**config.mk**
```make
export PLATFORM = sky130hd
export DESIGN_NAME = mipi_csi2_depacketizer
export DESIGN_NICKNAME = d
export VERILOG_FILES = /design/src/rtl/mipi_csi2_pkg.sv /design/src/rtl/mipi_csi2_ecc.sv /design/src/rtl/mipi_csi2_depacketizer.sv
export SDC_FILE = /design/constraint.sdc
export NUM_CORES = 1
export LEC_CHECK = 0
export CAP_MARGIN = 20
export CORE_MARGIN = 1
export CORE_UTILIZATION = 45
export CTS_CLUSTER_DIAMETER = 60
export DETAILED_ROUTE_END_ITERATION = 16
export PLACE_DENSITY = 0.73
export REMOVE_ABC_BUFFERS = 1
export SYNTH_ARGS = -nofsm -noshare
export SYNTH_HDL_FRONTEND = slang
export SYNTH_HIERARCHICAL = 1
export SYNTH_SLANG_ARGS = --single-unit
```
**constraint.sdc**
```tcl
create_clock -name clk_in -period 7.8 [get_ports clk_in]
set_input_delay 1.56 -clock clk_in [delete_from_list [all_inputs] [get_ports clk_in]]
set_output_delay 1.56 -clock clk_in [all_outputs]
set_load 0.01 [all_outputs]
```
**src/rtl/mipi_csi2_pkg.sv**
```systemverilog
// Shared CSI-2 definitions: data-type codes, depacketizer state and output
// bundle, and the packet-header ECC used by the depacketizer and its consumers.
package mipi_csi2_pkg;

   localparam logic [5:0] DT_FS    = 6'h00;
   localparam logic [5:0] DT_FE    = 6'h01;
   localparam logic [5:0] DT_LS    = 6'h02;
   localparam logic [5:0] DT_LE    = 6'h03;
   localparam logic [5:0] DT_RAW8  = 6'h2A;
   localparam logic [5:0] DT_RAW10 = 6'h2B;

   typedef enum logic [1:0] {
      ST_IDLE     = 2'd0,
      ST_HDR      = 2'd1,
      ST_PAYLOAD  = 2'd2,
      ST_WAIT_EOT = 2'd3
   } csi2_state_e;

   typedef struct packed {
      logic        frame_start;
      logic        frame_end;
      logic        line_start;
      logic        line_end;
      logic [15:0] sync_wc;
      logic [5:0]  data_type;
      logic [1:0]  vc;
      logic [15:0] word_count;
      logic [15:0] data;
      logic [1:0]  data_keep;
      logic        data_valid;
      logic        data_last;
      logic        ecc_err;
      logic        pkt_err;
   } csi2_out_t;

   // Hamming-style ECC over {WC_hi, WC_lo, DI}; d[0] is DI bit 0.
   function automatic logic [5:0] csi2_ecc(input logic [23:0] d);
      logic [5:0] p;
      p[0] = d[0] ^ d[1] ^ d[2] ^ d[4] ^ d[5] ^ d[7] ^ d[10] ^ d[11] ^ d[13]
           ^ d[16] ^ d[20] ^ d[21] ^ d[22] ^ d[23];
      p[1] = d[0] ^ d[1] ^ d[3] ^ d[4] ^ d[6] ^ d[8] ^ d[10] ^ d[12] ^ d[14]
           ^ d[17] ^ d[20] ^ d[21] ^ d[22] ^ d[23];
      p[2] = d[0] ^ d[2] ^ d[3] ^ d[5] ^ d[6] ^ d[9] ^ d[11] ^ d[12] ^ d[15]
           ^ d[18] ^ d[20] ^ d[21] ^ d[22];
      p[3] = d[1] ^ d[2] ^ d[3] ^ d[7] ^ d[8] ^ d[9] ^ d[13] ^ d[14] ^ d[15]
           ^ d[19] ^ d[20] ^ d[21] ^ d[23];
      p[4] = d[4] ^ d[5] ^ d[6] ^ d[7] ^ d[8] ^ d[9] ^ d[16] ^ d[17] ^ d[18]
           ^ d[19] ^ d[20] ^ d[22] ^ d[23];
      p[5] = d[10] ^ d[11] ^ d[12] ^ d[13] ^ d[14] ^ d[15] ^ d[16] ^ d[17]
           ^ d[18] ^ d[19] ^ d[21] ^ d[22] ^ d[23];
      return p;
   endfunction

endpackage

```
**src/rtl/mipi_csi2_ecc.sv**
```systemverilog
// Combinational 24-to-6 parity tree producing the CSI-2 packet-header ECC.
module mipi_csi2_ecc
   import mipi_csi2_pkg::*;
(
   input  logic [23:0] data_i,
   output logic [5:0]  ecc_o
);

   assign ecc_o = csi2_ecc(data_i);

endmodule

```
**src/rtl/mipi_csi2_depacketizer.sv**
```systemverilog
// Splits the 2-lane byte stream into CSI-2 packets: checks header ECC, turns
// short packets into sync pulses and streams long-packet payload 16 bits/beat.
module mipi_csi2_depacketizer
   import mipi_csi2_pkg::*;
#(
   parameter logic [3:0] VC_MASK = 4'b1111
) (
   input  logic        clk_in,
   input  logic        reset_n,
   input  logic        lane_valid,
   input  logic [15:0] lane_data,
   output logic        frame_start,
   output logic        frame_end,
   output logic        line_start,
   output logic        line_end,
   output logic [15:0] sync_wc,
   output logic [5:0]  data_type,
   output logic [1:0]  vc,
   output logic [15:0] word_count,
   output logic [15:0] data,
   output logic [1:0]  data_keep,
   output logic        data_valid,
   output logic        data_last,
   output logic        ecc_err,
   output logic        pkt_err
);

   csi2_state_e state_q, state_d;
   csi2_out_t   out_q, out_d;
   logic [7:0]  di_q, di_d;
   logic [7:0]  wc_lo_q, wc_lo_d;
   logic [15:0] rem_q, rem_d;
   logic        armed_q;

   logic [5:0]  ecc_calc_s;
   logic        ecc_ok_s;
   logic        vc_ok_s;
   logic        short_s;
   logic [15:0] wc_s;

   assign wc_s     = {lane_data[7:0], wc_lo_q};
   assign ecc_ok_s = (ecc_calc_s == lane_data[13:8]) && (lane_data[15:14] == 2'b00);
   assign vc_ok_s  = VC_MASK[di_q[7:6]];
   assign short_s  = (di_q[5:4] == 2'b00);

   mipi_csi2_ecc u_ecc (
      .data_i ({lane_data[7:0], wc_lo_q, di_q}),
      .ecc_o  (ecc_calc_s)
   );

   // State register; armed_q means lane_valid was low last cycle, so a burst
   // already in flight at reset release is never decoded.
   always_ff @(posedge clk_in or negedge reset_n) begin
      if (!reset_n) begin
         state_q <= ST_IDLE;
         armed_q <= 1'b0;
      end else begin
         state_q <= state_d;
         armed_q <= ~lane_valid;
      end
   end

   // Next-state logic
   always_comb begin
      state_d = state_q;
      case (state_q)
         ST_IDLE: begin
            if (lane_valid) begin
               state_d = armed_q ? ST_HDR : ST_WAIT_EOT;
            end else begin
               state_d = ST_IDLE;
            end
         end
         ST_HDR: begin
            if (!lane_valid) begin
               state_d = ST_IDLE;
            end else if (!ecc_ok_s || !vc_ok_s || short_s || (wc_s == 16'd0)) begin
               state_d = ST_WAIT_EOT;
            end else begin
               state_d = ST_PAYLOAD;
            end
         end
         ST_PAYLOAD: begin
            if (!lane_valid) begin
               state_d = ST_IDLE;
            end else if (rem_q <= 16'd2) begin
               state_d = ST_WAIT_EOT;
            end else begin
               state_d = ST_PAYLOAD;
            end
         end
         ST_WAIT_EOT: begin
            if (lane_valid) begin
               state_d = ST_WAIT_EOT;
            end else begin
               state_d = ST_IDLE;
            end
         end
         default: state_d = ST_IDLE;
      endcase
   end

   // Output / datapath next values; pulses and data_valid default low each cycle.
   always_comb begin
      out_d            = out_q;
      out_d.frame_start = 1'b0;
      out_d.frame_end   = 1'b0;
      out_d.line_start  = 1'b0;
      out_d.line_end    = 1'b0;
      out_d.data_valid  = 1'b0;
      out_d.data_last   = 1'b0;
      out_d.data_keep   = 2'b00;
      out_d.ecc_err     = 1'b0;
      out_d.pkt_err     = 1'b0;
      di_d    = di_q;
      wc_lo_d = wc_lo_q;
      rem_d   = rem_q;
      case (state_q)
         ST_IDLE: begin
            if (lane_valid && armed_q) begin
               di_d    = lane_data[7:0];
               wc_lo_d = lane_data[15:8];
            end else begin
               di_d    = di_q;
            end
         end
         ST_HDR: begin
            if (!lane_valid) begin
               out_d.pkt_err = 1'b1;
            end else if (!ecc_ok_s) begin
               out_d.ecc_err = 1'b1;
            end else if (!vc_ok_s) begin
               out_d.ecc_err = 1'b0;
            end else begin
               out_d.data_type = di_q[5:0];
               out_d.vc        = di_q[7:6];
               if (short_s) begin
                  out_d.sync_wc = wc_s;
                  case (di_q[5:0])
                     DT_FS:   out_d.frame_start = 1'b1;
                     DT_FE:   out_d.frame_end   = 1'b1;
                     DT_LS:   out_d.line_start  = 1'b1;
                     DT_LE:   out_d.line_end    = 1'b1;
                     default: out_d.frame_start = 1'b0;
                  endcase
               end else begin
                  out_d.word_count = wc_s;
                  rem_d            = wc_s;
               end
            end
         end
         ST_PAYLOAD: begin
            if (!lane_valid) begin
               out_d.pkt_err = 1'b1;
               rem_d         = 16'd0;
            end else if (rem_q >= 16'd2) begin
               out_d.data_valid = 1'b1;
               out_d.data       = lane_data;
               out_d.data_keep  = 2'b11;
               out_d.data_last  = (rem_q == 16'd2);
               rem_d            = rem_q - 16'd2;
            end else begin
               // Odd WC: upper lane already carries the first CRC byte, so blank it.
               out_d.data_valid = 1'b1;
               out_d.data       = {8'h00, lane_data[7:0]};
               out_d.data_keep  = 2'b01;
               out_d.data_last  = 1'b1;
               rem_d            = 16'd0;
            end
         end
         ST_WAIT_EOT: begin
            rem_d = rem_q;
         end
         default: begin
            rem_d = 16'd0;
         end
      endcase
   end

   // Registered outputs and header/payload bookkeeping
   always_ff @(posedge clk_in or negedge reset_n) begin
      if (!reset_n) begin
         out_q   <= '0;
         di_q    <= 8'h00;
         wc_lo_q <= 8'h00;
         rem_q   <= 16'd0;
      end else begin
         out_q   <= out_d;
         di_q    <= di_d;
         wc_lo_q <= wc_lo_d;
         rem_q   <= rem_d;
      end
   end

   assign frame_start = out_q.frame_start;
   assign frame_end   = out_q.frame_end;
   assign line_start  = out_q.line_start;
   assign line_end    = out_q.line_end;
   assign sync_wc     = out_q.sync_wc;
   assign data_type   = out_q.data_type;
   assign vc          = out_q.vc;
   assign word_count  = out_q.word_count;
   assign data        = out_q.data;
   assign data_keep   = out_q.data_keep;
   assign data_valid  = out_q.data_valid;
   assign data_last   = out_q.data_last;
   assign ecc_err     = out_q.ecc_err;
   assign pkt_err     = out_q.pkt_err;

endmodule

```
==> flow_metrics.env <==
export IMPL_rsz0062_at_grt="false"
export IMPL_syn_inst=389
export IMPL_regArea_mm2=0.00250
export IMPL_grt_max_degree=53
export IMPL_cts_clk_slew_worst_paths_ps=100
export IMPL_die_area_mm2=0.0111
export IMPL_multiInputGateArea_mm2=0.00222
export IMPL_ir_drop_mv=0.319
export IMPL_crit_fanout=14
export IMPL_powerDensity_mw_per_mm2=441
export IMPL_required_ps=8090
export IMPL_synth_area_per_cell_um2=12.4
export IMPL_antenna_cells=0
export IMPL_p_seq_frac=0.339
export IMPL_drt_wirelength_per_cell_um=19.4
export IMPL_viasPerCell=5.72
export IMPL_dr_pass1_iters=5
export IMPL_fin_skew_ps=17.9
export IMPL_synth_cell_type_count=51
export IMPL_track_usage=0.229
export IMPL_postRouteAntennaNets=0
export IMPL_p_total_mw=2.65
export IMPL_p_comb_frac=0.537
export IMPL_ys_warn_count=6
export IMPL_holdCritPathClass="reg2reg"
export IMPL_area_growth_synth_to_final_pct=24.4
export IMPL_setup_viol=0
export IMPL_via_count=3519
export IMPL_hold_violations=0
export IMPL_critPathArrivalTime_ps=5450
export IMPL_async_flop_share=1.00
export IMPL_leakage_nw=2.69
export IMPL_worst_path_max_delay_cell="clkdlybuf4s50_1"
export IMPL_post_cts_repair_setup_buffers=0
export IMPL_pwr_share_clk=0.124
export IMPL_numCtsBuffers=9
export IMPL_yosysSeqAreaShare=0.518
export IMPL_layout_common_cells="dfrtp_1 (100), clkdlybuf4s50_1 (83), mux2_2 (53), nand2_1 (27), xnor2_1 (25)"
export IMPL_fp_dieH_um=106
export IMPL_grt_pass1_wl_mm=19.4
export IMPL_crit_type="in2reg"
export IMPL_die_x_um=106
export IMPL_p_int_mw=1.63
export IMPL_nNetsFinal=499
export IMPL_ys_flop_type="dfrtp_1"
export IMPL_max_slew_worst_pin_slew_ps=932
export IMPL_finalWeightedCongestion=0.861
export IMPL_cap_violations=0
export IMPL_slew_headroom=0.377
export IMPL_fmax_ghz=0.194
export IMPL_start_kind="input pin"
export IMPL_ys_seq_elements=100
export IMPL_cts_tree="done"
export IMPL_antenna_found_initial=0
export IMPL_p_sw_frac=0.386
export IMPL_post_route_min_period_ps=5160
export IMPL_cp_num_buf_inv=1
export IMPL_slowest_delay_ps=620
export IMPL_drt_wl_total_mm=11.9
export IMPL_clock_sinks=100
export IMPL_switchingPower_mw=1.02
export IMPL_final_layout_size_suffix_gt1_frac=0.167
export IMPL_cts_hold_buf=0
export IMPL_fin_crit_sh=0.662
export IMPL_fin_setup_tns_ps=0
export IMPL_cts_root_buf="clkbuf_8"
export IMPL_drc_errors=0
export IMPL_grt_pass1_vias=3556
export IMPL_grt_overflow=0
export IMPL_htreeDepth=3
export IMPL_clk_latency_ps=380
export IMPL_num_fill_cells=862
export IMPL_outcome="complete, no violations"
export IMPL_num_rows=37
export IMPL_slew_violations=0
export IMPL_crit_path_end_kind="flop"
export IMPL_critPathTopFamily="XOR/XNOR gates"
export IMPL_placement_io_buffers=84
export IMPL_netlist_area_mm2=0.00483
export IMPL_ios=85
export IMPL_first_iter_violations=251
export IMPL_clockBufferDepth=2
export IMPL_core_mm2=0.0104
export IMPL_synth_edf_count=0
export IMPL_final_common_cell="dfrtp_1"
export IMPL_initial_core_util=0.465
export IMPL_dp_hpwl_mm=8.47
export IMPL_crit_chain="clkdlybuf4s50_1 -> xnor2_2 -> xnor3_1 -> xor3_1 -> xor2_1 -> or4_1 -> o21ai_1 -> nand2_1 -> o21ai_0"
export IMPL_cts_resized_gates=0
final timing paths:
check                                               to  slack, ps  cells after the start              startpoint
worst max register to register   rem_q[12]$_DFFE_PN0P_       4060                      8  wc_lo_q[7]$_DFFE_PN0P_
min in group asynchronous        frame_start$_DFF_PN0_       1170                      1                 reset_n
worst min register to register    state_q[1]$_DFF_PN0_        470                      1       armed_q$_DFF_PN0_
worst max-delay path             rem_q[12]$_DFFE_PN0P_       2640                      9            lane_data[6]
max in group asynchronous       wc_lo_q[4]$_DFFE_PN0P_       5540                      2                 reset_n
worst min-delay path              state_q[1]$_DFF_PN0_        470                      1       armed_q$_DFF_PN0_
through the flow:
stage               cells  hold WS, ps  worst slack (ps)  area (µm²)   util
floorplan             375          427              2880        4770      -
global placement      599          446              2440        5810  0.561
detailed placement    599          457              2310        5810  0.561
CTS                   615          471              2730        6010  0.579
global route          615          483              2360        6010  0.579
finish                615          471              2640        6010  0.579
power by group through the flow:
stage | Sequential, mW | Combinational (mW) | Clock, mW
after floorplan | 0.894 | 0.954 | 0
after global placement | 0.899 | 1.38 | 0
after detailed placement | 0.905 | 1.41 | 0
after CTS | 0.898 | 1.42 | 0.334
after global routing | 0.929 | 1.53 | 0.354
final | 0.900 | 1.42 | 0.329
worst register-to-register path, stage by stage (launching register included):
cell and delay [ps]:
dfrtp_1 520, xnor2_1 250, xnor3_1 380, xnor3_1 380, xor2_1 190, or4_1 600, o21ai_1 570, nand2_1 490
o21ai_0 290
Yosys cell counts (2+ instances only):
cell type	n	area share
dfrtp_1	100	0.52
mux2_2	53	0.12
nand2_1	27	0.021
xnor2_1	25	0.045
inv_1	14	0.011
o21ai_0	14	0.015
clkbuf_1	10	0.0078
nor2_1	10	0.0078
nor4_1	10	0.013
xnor3_1	10	0.047
nor3_1	9	0.0093
a22o_1	8	0.015
xor2_1	8	0.015
a21oi_1	7	0.0073
a22oi_1	7	0.011
o2bb2ai_1	7	0.013
ha_1	6	0.016
o211ai_1	6	0.0093
o31ai_1	6	0.0093
nand3_1	5	0.0052
or3_1	4	0.0052
or4_1	4	0.0062
buf_2	3	0.0031
a2bb2oi_1	2	0.0036
a32o_1	2	0.0041
a32oi_1	2	0.0036
and4_1	2	0.0036
mux2i_1	2	0.0041
nand4_1	2	0.0026
nor2b_1	2	0.0026
nor3b_1	2	0.0031
flip-flops by register name (all words and copies together) (netlist names), 2 cells and up:
name        flops
di_q            8
rem_q          16
wc_lo_q         8
data           16
data_type       6
state_q         2
data_keep       2
sync_wc        16
vc              2
word_count     16
metal layers:
metal,GRT usage,vias up,wire length (µm)
li1,-,1595,-
met1,0.326,1771,5450
met2,0.352,132,5610
met3,0.0353,21,601
met4,0.0923,0,250
met5,0,-,0
cell families after synthesis:
family                   after synthesis  synth area share
AO/OA/AOI/OAI                         71             0.108
XOR/XNOR                              45             0.115
adder cells (fa/ha/maj)                6            0.0156
buffers and inverters                 29            0.0241
flip-flops                           100             0.518
multiplexers                          56             0.130
AND/OR/NAND/NOR                       82            0.0889
area by class of cell:
class,count,area share
Sequential cell,100,0.417
Multi-Input combinational cell,260,0.369
Timing Repair Buffer,88,0.145
Tap cell,136,0.0283
Clock buffer,10,0.0229
Inverter,15,0.00937
Clock inverter,6,0.00916
(Power assumes the default switching activity.)
